`config.mk`:
```
export PLATFORM = sky130hd
export DESIGN_NAME = uart_rx_ctrl
export DESIGN_NICKNAME = d
export VERILOG_FILES = /design/src/rtl/uart_rx_pkg.sv /design/src/rtl/uart_rx_ctrl.sv
export SDC_FILE = /design/constraint.sdc
export NUM_CORES = 1
export LEC_CHECK = 0
export CELL_PAD_IN_SITES_DETAIL_PLACEMENT = 0
export CELL_PAD_IN_SITES_GLOBAL_PLACEMENT = 1
export CORE_MARGIN = 2
export CORE_UTILIZATION = 29
export DETAILED_ROUTE_END_ITERATION = 8
export PLACE_DENSITY = 0.74
export SLEW_MARGIN = 40
export SYNTH_ARGS = -nofsm -noshare
export SYNTH_HDL_FRONTEND = slang
export SYNTH_SLANG_ARGS = --single-unit
```
`constraint.sdc`:
```
create_clock -name clk -period 1.8 [get_ports clk]
set_input_delay 0.45 -clock clk [delete_from_list [all_inputs] [get_ports clk]]
set_output_delay 0.45 -clock clk [all_outputs]
set_load 0.02 [all_outputs]
```
`src/rtl/uart_rx_pkg.sv`:
```
// Shared definitions for the UART receive control path.
package uart_rx_pkg;

  localparam int unsigned StateW = 3;

  // Receive controller states. Encodings 6 and 7 are unused and decode to idle.
  typedef enum logic [StateW-1:0] {
    StIdle    = 3'd0,
    StStart   = 3'd1,
    StData    = 3'd2,
    StStop    = 3'd3,
    StCleanup = 3'd4,
    StBreak   = 3'd5
  } rx_state_e;

endpackage

```
`src/rtl/uart_rx_ctrl.sv`:
```
// UART receive control FSM. It sequences uart_rx_datapath from that block's
// status flags. It also rejects start-bit glitches, checks the stop bit, holds
// off during a line break and keeps a saturating framing-error count.
module uart_rx_ctrl
  import uart_rx_pkg::*;
#(
  parameter int unsigned ERR_CNT_W = 8
) (
  input  logic                 clk,
  input  logic                 reset,
  input  logic                 start_bit,
  input  logic                 half_bit_width,
  input  logic                 full_bit_width,
  input  logic                 last_bit,
  output logic                 en_clk_count,
  output logic                 s_clk_count,
  output logic                 en_bit_index,
  output logic                 s_bit_index,
  output logic                 en_rx_valid,
  output logic                 s_rx_valid,
  output logic                 en_rx_byte,
  output logic                 busy,
  output logic                 frame_error,
  output logic [ERR_CNT_W-1:0] err_count
);

  rx_state_e            state_q, state_d;
  logic                 frame_error_q, frame_error_d;
  logic [ERR_CNT_W-1:0] err_count_q, err_count_d;
  logic                 err_inc;

  // State, error pulse and error counter registers.
  always_ff @(posedge clk) begin
    if (reset) begin
      state_q       <= StIdle;
      frame_error_q <= 1'b0;
      err_count_q   <= '0;
    end else begin
      state_q       <= state_d;
      frame_error_q <= frame_error_d;
      err_count_q   <= err_count_d;
    end
  end

  // Next state plus Mealy strobes, so the datapath acts on the edge the flag is seen.
  always_comb begin
    state_d       = state_q;
    frame_error_d = 1'b0;
    err_inc       = 1'b0;
    en_clk_count  = 1'b0;
    s_clk_count   = 1'b0;
    en_bit_index  = 1'b0;
    s_bit_index   = 1'b0;
    en_rx_valid   = 1'b0;
    s_rx_valid    = 1'b0;
    en_rx_byte    = 1'b0;

    if (reset) begin
      // The datapath has no reset of its own, so clear it through the strobes.
      en_clk_count = 1'b1;
      en_bit_index = 1'b1;
      en_rx_valid  = 1'b1;
    end else begin
      unique case (state_q)
        StIdle: begin
          en_clk_count = 1'b1;
          en_bit_index = 1'b1;
          en_rx_valid  = 1'b1;
          if (start_bit) state_d = StStart;
        end
        StStart: begin
          en_clk_count = 1'b1;
          s_clk_count  = 1'b1;
          if (half_bit_width) begin
            if (start_bit) begin
              s_clk_count = 1'b0;
              state_d     = StData;
            end else begin
              // The line went high before mid start bit: treat it as noise.
              state_d = StIdle;
            end
          end
        end
        StData: begin
          en_clk_count = 1'b1;
          s_clk_count  = 1'b1;
          if (full_bit_width) begin
            s_clk_count  = 1'b0;
            en_rx_byte   = 1'b1;
            en_bit_index = 1'b1;
            if (last_bit) begin
              state_d = StStop;
            end else begin
              s_bit_index = 1'b1;
            end
          end
        end
        StStop: begin
          en_clk_count = 1'b1;
          s_clk_count  = 1'b1;
          if (full_bit_width) begin
            s_clk_count = 1'b0;
            if (!start_bit) begin
              en_rx_valid = 1'b1;
              s_rx_valid  = 1'b1;
              state_d     = StCleanup;
            end else begin
              frame_error_d = 1'b1;
              err_inc       = 1'b1;
              state_d       = StBreak;
            end
          end
        end
        StCleanup: begin
          en_rx_valid = 1'b1;
          state_d     = StIdle;
        end
        StBreak: begin
          // Wait for the line to go idle, so a held-low line reports only one error.
          en_clk_count = 1'b1;
          if (!start_bit) state_d = StIdle;
        end
        default: state_d = StIdle;
      endcase
    end
  end

  // Saturating increment of the framing-error count.
  always_comb begin
    err_count_d = err_count_q;
    if (err_inc && (err_count_q != '1)) err_count_d = err_count_q + ERR_CNT_W'(1);
  end

  assign busy        = (state_q != StIdle);
  assign frame_error = frame_error_q;
  assign err_count   = err_count_q;

endmodule

```
* After elaboration in Yosys (flattened, before gate mapping)
Index checks and enable logic that the tools add are counted.
** Word-level totals
- Flip-flop bits (word level) :: 12
- Input bits :: 6
- Logic and storage cells :: 57
** Operators by class
- Add/sub/neg operators :: 1
- Equal/unequal tests :: 12
- Multiplexer cells :: 34
- Reduce and logical (&&, ||, !) cells :: 7
** Operators by type and width (number)
- $mux 1 :: 23
- $mux 3 :: 6
- $pmux 3 s5 :: 1
- $ne 2x2->1 const B :: 6
- $add 8x1->8 const B :: 1
- $ne 8x8->1 const B :: 1
- $eq 3x2->1 const B :: 2
- $eq 3x3->1 const B :: 2
- $pmux 1 s2 :: 3
- $reduce_and 6->1 :: 1
- $reduce_or 5->1 :: 1
- $reduce_or 2->1 :: 2
- $eq 3x1->1 const B :: 1
- $logic_not 3->1 :: 1
- $reduce_bool 3->1 :: 1
- $mux 2 :: 1
- $logic_and 1x1->1 :: 1

* Logic depth before layout (Yosys ltp)
Gate-level depths: netlist (run 1).
- Depth after elaboration :: 5
- Gate-level depth with buffers :: 7
- Gate-level depth less buffers :: 5

* Least setup slack after synthesis (run 1)
OpenSTA, ideal clock, no wires.
- Path type :: flip-flop to output port
- From :: register state_q[0]
- To :: output port s_bit_index
- Data arrival time :: 1.684 ns
- Data required time :: 1.350 ns
- Slack :: -0.334 ns
- Stages on the path, launching flop included :: 4
- Buffers on the path :: 1
- Cell sequence :: dfxtp_1 -> clkbuf_1 -> nor4_1 -> nor2b_1
** Between the ends
- Cells in the longest elaborated chain, start to end :: 3
** Ends and longest elaborated chain
- from (decl) :: RTL line uart_rx_ctrl.sv:27 : rx_state_e state_q, state_d;
- from (signal assigned) :: RTL line uart_rx_ctrl.sv:35 : state_q <= StIdle;
- from (signal assigned) :: RTL line uart_rx_ctrl.sv:39 : state_q <= state_d;
- $eq 3x2->1 :: RTL line uart_rx_ctrl.sv:64 : unique case (state_q)
- $mux 1 :: RTL line uart_rx_ctrl.sv:64
- $mux 1 :: RTL line uart_rx_ctrl.sv:58 : if (reset) begin
- to (decl) :: RTL line uart_rx_ctrl.sv:18 : output logic s_bit_index,
No other way between the ends.

* Worst setup path in the final report (run 1)
- From :: input port full_bit_width
- To :: output port en_rx_valid
** Between the ends
- Cells in the longest elaborated chain, start to end :: 3
** Ends and longest elaborated chain
- from (decl) :: RTL line uart_rx_ctrl.sv:13 : input logic full_bit_width,
- $mux 1 :: RTL line uart_rx_ctrl.sv:101 : if (full_bit_width) begin
- $pmux 1 s2 :: RTL line uart_rx_ctrl.sv:64
- $mux 1 :: RTL line uart_rx_ctrl.sv:58
- to (decl) :: RTL line uart_rx_ctrl.sv:19 : output logic en_rx_valid,
No other way between the ends.

==> impl_results.md, run 1 <==
* GRT Residual Overflow at 0
* Num CTS Buffers at 3
* Fin nets at roughly 150
* CP cell instances: clkdlybuf4s15_2, nand3_2, or3_1, o211ai_1, buf_4
* Starting Density at a little under a third
* Worst setup startpoint: full_bit_width
* Post-Synthesis Cells at about 90
* Crit. End Element: output port
* Crit Path Class: primary input to output port
* Core Area at 2250 µm²
* Worst r2r src: state_q[2]
* Post-DR vias/cell at approximately 5.1
* Number of fillers in the final layout at 248
* Final Max Tran Viols at 0
* Post-synthesis cell type count at 35
* Worst EP required at 1.35 ns
* Setup violations, final at 0
* Global-route wire length before repair at about 3300 µm
* Avg WL per Cell at 12.0 µm
* Routed wire length at 1970 µm
* DRC viols at 0
* Count leader, synth: dfxtp_1
* Hold path start: reset
* Tot GR Track Use at between 10% and 20%
* PortBufs at 22
* Sequential area share after synthesis at about 34%
* # clock sinks at 12
* Placed instance area at roughly 1100 µm²
* Synth Cell Area at 711 µm²
* Gp weighted congestion at slightly below 0.8
* Worst Hold Class: primary input to register
* Post-Syn Nets at between 90 and 100
* Pin count of the biggest net entering global routing at 11
* Static Leak at 0.555 nW
* Synth Area per Inst at roughly 7.7 µm²
* Multiplexer area fraction after synthesis at around 4.4%
* Yosys warns at 0
* Post-CTS Hold Buffers at 0
* Largest area contributor in the netlist: dfxtp_1
* Synth area leaders: dfxtp_1 34%, nand2_1 5.8%, nor3_1 3.5%
* Area share of the largest cell type after synthesis at approximately a third
* Die H at roughly 54 µm
* Initial antenna violation count at 0
* # IOs at 23
* CTS tree: done
* ANT nets after route at 0
* Die X at 53.5 µm
* Fmax at 556 MHz
* Hold Fails Final Rpt at 0
* Max_slew headroom at between 70% and 80%
* Worst skew pair latency at around 0.27 ns
* Crit path arrival time at about 1.4 ns
* Slew @ Worst Pin at around 0.39 ns
* Drt pass-1 iters at 2
* Peak supply drop at 0.365 mV
* CP max-delay cell: or3_1
* Layout Skew at just under 0.002 ns
* Share of cells above drive strength 1 at between 30% and 40%
* Multi-input logic area at around 490 µm²
* Synth Area in XOR/XNOR at 0%
* Post-Synth Simple-Gate Area at a little under two fifths
* RSZ-0062 raised after global routing: yes
* Largest stage delay, worst path at around 0.32 ns
* Peak fanout along the critical path at 4
* Register area at approximately 250 µm²
* Largest family of logic cells by synthesized area: simple AND/OR/NAND/NOR gates
* Clk root buf: clkbuf_4
* Synth Register Bits at 12
* Via count at between 800 and 900
* Antenna diodes at 0
* Area growth syn-to-layout at 71.0%
* DP Wirelength at 1510 µm
* Max cap viols at 0
* Asr flop ratio synth at 0%
* Vias in the first global route at roughly 750
* Fin Setup TNS at 0 ns
* Status: finished clean
* Rows at 17
* Power per cell area at roughly 640 nW/µm²
* H-tree Lvls at 1
* Post-synth top cells: 12 x dfxtp_1, 11 x nand2_1, 5 x inv_1, 5 x nor3_1
* Worst Path Buf+Inv at 2
* DR iter-0 viols at 8
* Family with the most delay on the worst path: simple AND/OR/NAND/NOR gates
* Clock-pin slew on the worst setup and hold paths at around 0.070 ns
* Adder-cell share of the synthesized area at 1.76%
* Tcrit/Tclk final at 99.9%
* Fin crit period at ~1.8 ns
* Complex-gate fraction of the synthesized area at 16.4%
* Die area at 2860 µm²
* Primary FF master, synth: dfxtp_1
* Total power at a little under 0.8 mW
* EDFF count, synth at 0
* CTS max path bufs at 2
* Crit start category: primary input
* Post-layout util at a little over half
* Design area at between 1000 and 1500 µm²
==> cell type report <==
class / instances / area share, %
Multi-Input combinational cell: 69 / 40.2
Timing Repair Buffer: 47 / 32.9
Inverter: 5 / 1.54
Clock buffer: 3 / 1.85
Sequential cell: 12 / 20.7
Tap cell: 28 / 2.88
==> per-layer routing <==
metal  global-route usage (%)  part of all wire (%)
met3                     5.08                   4.5
met5                        0                     0
met2                     24.9                    47
met4                     2.56                  0.46
met1                     20.7                    48
==> flip-flops by register name (all words and copies together) (netlist names) <==
register,flops
err_count,8
frame_error,1
state_q,3
==> worst register-to-register path, stage by stage, from the launching register on <==
cell and delay (ns):
dfxtp_4 0.37, buf_4 0.16, nand4bb_1 0.19, or2_4 0.28, buf_4 0.15, o41ai_1 0.32
==> through the flow <==
| step | std cells | setup WS [ns] | hold WS [ns] |
|---|---|---|---|
| 4_1_cts | 163 | -0.0345 | 0.522 |
| 6_report | 164 | 0.00230 | 0.474 |
| 3_5_place_dp | 160 | -0.776 | 0.514 |
| 2_1_floorplan | 92 | -0.0893 | 0.582 |
| 5_1_grt | 164 | -0.0579 | 0.476 |
| 3_3_place_gp | 160 | -0.730 | 0.502 |
==> cells in the final DEF (no fill, tap or decap), drive strengths merged, types with 5 or more instances in the layout <==
cell type,count
dlymetal6s2s,5
nand2,11
buf,32
inv,5
dfxtp,12
nor3,5
==> worst paths after layout <==
path	to	slack (ns)	cells past startpoint
min	state_q[1]	0.47	2
max reg2reg	err_count[3]	0.23	5
max	en_rx_valid	0.002	5
min reg2reg	state_q[1]	0.50	1
==> kinds of logic after synthesis <==
| logic type | count (synthesis) |
|---|---|
| muxes | 3 |
| adders and majority gates | 1 |
| AOI/OAI and AO/OA | 17 |
| DFF | 12 |
| buffers and inverters | 11 |
| and+or+nand+nor | 48 |
==> repair_timing <==
action,in CTS,in global routing
setup endpoints to repair,18,19
pin swaps,2,2
gates resized for setup,50,22
gates cloned,0,0
setup buffers,0,1
==> where the power goes <==
part	internal (mW)	switching [mW]	total, mW
logic	0.179	0.140	0.319
registers	0.282	0.0197	0.301
clock network	0.0774	0.0816	0.159
total	0.538	0.241	0.779
Note: power is estimated with default switching activity, not from simulation.
==> inputs of run 2 (changes only) <==
--- a/config.mk
+++ b/config.mk
@@ -8,9 +8,9 @@
 export CELL_PAD_IN_SITES_DETAIL_PLACEMENT = 0
 export CELL_PAD_IN_SITES_GLOBAL_PLACEMENT = 1
 export CORE_MARGIN = 2
-export CORE_UTILIZATION = 29
+export CORE_UTILIZATION = 31
 export DETAILED_ROUTE_END_ITERATION = 8
-export PLACE_DENSITY = 0.74
+export PLACE_DENSITY = 0.78
 export SLEW_MARGIN = 40
 export SYNTH_ARGS = -nofsm -noshare
 export SYNTH_HDL_FRONTEND = slang
==> constraint.sdc (replaced) <==
create_clock -name clk -period 1.9 [get_ports clk]
set_input_delay 0.475 -clock clk [delete_from_list [all_inputs] [get_ports clk]]
set_output_delay 0.475 -clock clk [all_outputs]
set_load 0.02 [all_outputs]
==> impl_results.md, run 2 (synthesized netlist as in run 1, its figures left out) <==
* PortBufs at 22 (unchanged)
* Layout Skew at 0.00465 ns (+0.00269 ns)
* Fmax at between 500 and 600 MHz
* Fin crit period at between 1.5 and 2 ns
* Die X at 51.9 µm (-3.0%)
* Post-CTS Hold Buffers at 0 (unchanged)
* Post-route setup slack at 0.0224 ns (+0.0201 ns)
* Die H at 51.9 µm (-3.0%)
* Tcrit/Tclk final at 98.8%
* Worst Hold Margin at 0.516 ns (+0.0420 ns)
* Area growth syn-to-layout at 59.7%
* Slew @ Worst Pin at 0.387 ns (+0.00184 ns)
* Fin Setup TNS at 0 ns (unchanged)
* # IOs at 23 (unchanged)
* Clk root buf: clkbuf_4
* Finished Layout Cells at 159 (-3.0%)
* Avg WL per Cell at 12.3 µm (+2.1%)
* Placed Instances at 156 (-2.5%)
* Largest stage delay, worst path at 0.36 ns (+0.04 ns)
* DRC viols at 0 (unchanged)
* Antenna diodes at 0 (unchanged)
* Core Area at 2190 µm² (-2.8%)
* Setup violations, final at 0 (unchanged)
* Num CTS Buffers at 3 (unchanged)
* Crit Path Class: primary input to output port
* Setup bufs post-CTS at 0 (unchanged)
* Placed instance area at 1100 µm² (-2.7%)
* DP Wirelength at 1500 µm (-0.38%)
* Tot GR Track Use at 15.3% (-0.34 points)
* Pin count of the biggest net entering global routing at 10 (-1)
* Design area at 1130 µm² (-6.6%)
* Final Max Tran Viols at 0 (unchanged)
* Status: finished clean
* RSZ-0062 raised after global routing: yes
* Via count at 819 (-2.3%)
* Share of cells above drive strength 1 at 30.5% (-8.4 points)
* Pre-CTS setup slack at -0.705 ns (+0.0713 ns)
* Worst EP required at 1.42 ns (+0.07 ns)
* Commonest non-fill, non-tap cells in the layout: 22 x buf_4, 11 x nand2_1, 9 x dfxtp_1, 9 x clkdlybuf4s50_1
* DR iter-0 viols at 7 (-1)
* Rows at 17 (unchanged)
* Global-route wire length before repair at 3090 µm (-5.5%)
* H-tree Lvls at 1 (unchanged)
* Number of fillers in the final layout at 222 (-10%)
* Fin nets at 140 (-3.4%)
* Clock-pin slew on the worst setup and hold paths at 0.07 ns (about the same)
* Starting Density at 32.4% (+0.92 points)
* Post-layout util at 51.8% (-2.1 points)
* Drt pass-1 iters at 5 (+3)
* Hold Fails Final Rpt at 0 (unchanged)
* Worst Hold Class: register to register
* CTS max path bufs at 2 (unchanged)
* Vias in the first global route at 730 (-2.3%)
* CP cell instances: clkdlybuf4s15_1, buf_4, or3_4, buf_6
* Routed wire length at 1950 µm (-1.0%)
* Max cap viols at 0 (unchanged)
* GRT Residual Overflow at 0 (unchanged)
* Static Leak at 0.443 nW (-20%)
* Crit start category: primary input
* Power per cell area at 629 nW/µm² (-1.8%)
* Post-DR vias/cell at 5.15 (+0.81%)
* Max_slew headroom at 74.1% (+0.45 points)
* Peak fanout along the critical path at 4 (unchanged)
* Total power at 0.714 mW (-8.3%)
* CTS tree: done
* CP max-delay cell: or3_4
* ANT nets after route at 0 (unchanged)
* Number of flip-flops in the largest register at 8 (unchanged)
* Initial antenna violation count at 0 (unchanged)
* Worst skew pair latency at 0.27 ns (about the same)
* Crit. End Element: output port
* # clock sinks at 12 (unchanged)
* Die area at 2690 µm² (-6.0%)
* Commonest non-fill, non-tap cell in the layout: buf_4
* Peak supply drop at 0.316 mV (-13%)
* Crit path arrival time at 1.40 ns (+0.05 ns)
* Gp weighted congestion at 0.828 (+4.6%)
==> run 2: layer usage <==
layer	GRT usage, %	share of wire (%)	routed length (µm)
met1	19.9	45	880
met2	24.1	50	986
met3	5.17	3.5	68
met4	3.95	0.87	17
met5	0	0	0
==> run 2: worst paths after layout <==
kind / endpoint / cells after the start / from / slack [ns]
setup reg to reg: err_count[3] / 5 / state_q[1] / 0.32
hold reg to reg: err_count[1] / 2 / err_count[1] / 0.52
hold / removal: err_count[1] / 2 / err_count[1] / 0.52
setup / recovery: en_clk_count / 4 / reset / 0.02
==> run 2: area by class of cell <==
| class | count | area, µm² | area share [%] |
|---|---|---|---|
| Tap cell | 28 | 35.0 | 3.09 |
| Sequential cell | 12 | 249 | 21.9 |
| Multi-Input combinational cell | 69 | 463 | 40.8 |
| Clock buffer | 3 | 22.5 | 1.98 |
| Inverter | 5 | 18.8 | 1.65 |
| Timing Repair Buffer | 42 | 347 | 30.5 |
==> run 2: worst max-delay path: cells and delay by family <==
| family | cells | cell delay [ns] |
|---|---|---|
| buffers and inverters | 3 | 0.57 |
| and+or+nand+nor | 1 | 0.36 |
==> run 2: what timing repair did <==
action / in CTS / in global routing
pin swaps: 1 / 0
gates cloned: 0 / 0
endpoints found under the setup margin: 15 / 9
resized for setup: 37 / 18
==> run 2: report_power, final <==
group	switching [mW]	internal [mW]	leakage [nW]
Clock	0.0790	0.0733	0.0138
Combinational	0.129	0.145	0.330
Sequential	0.0201	0.268	0.0988
Total	0.228	0.487	0.443
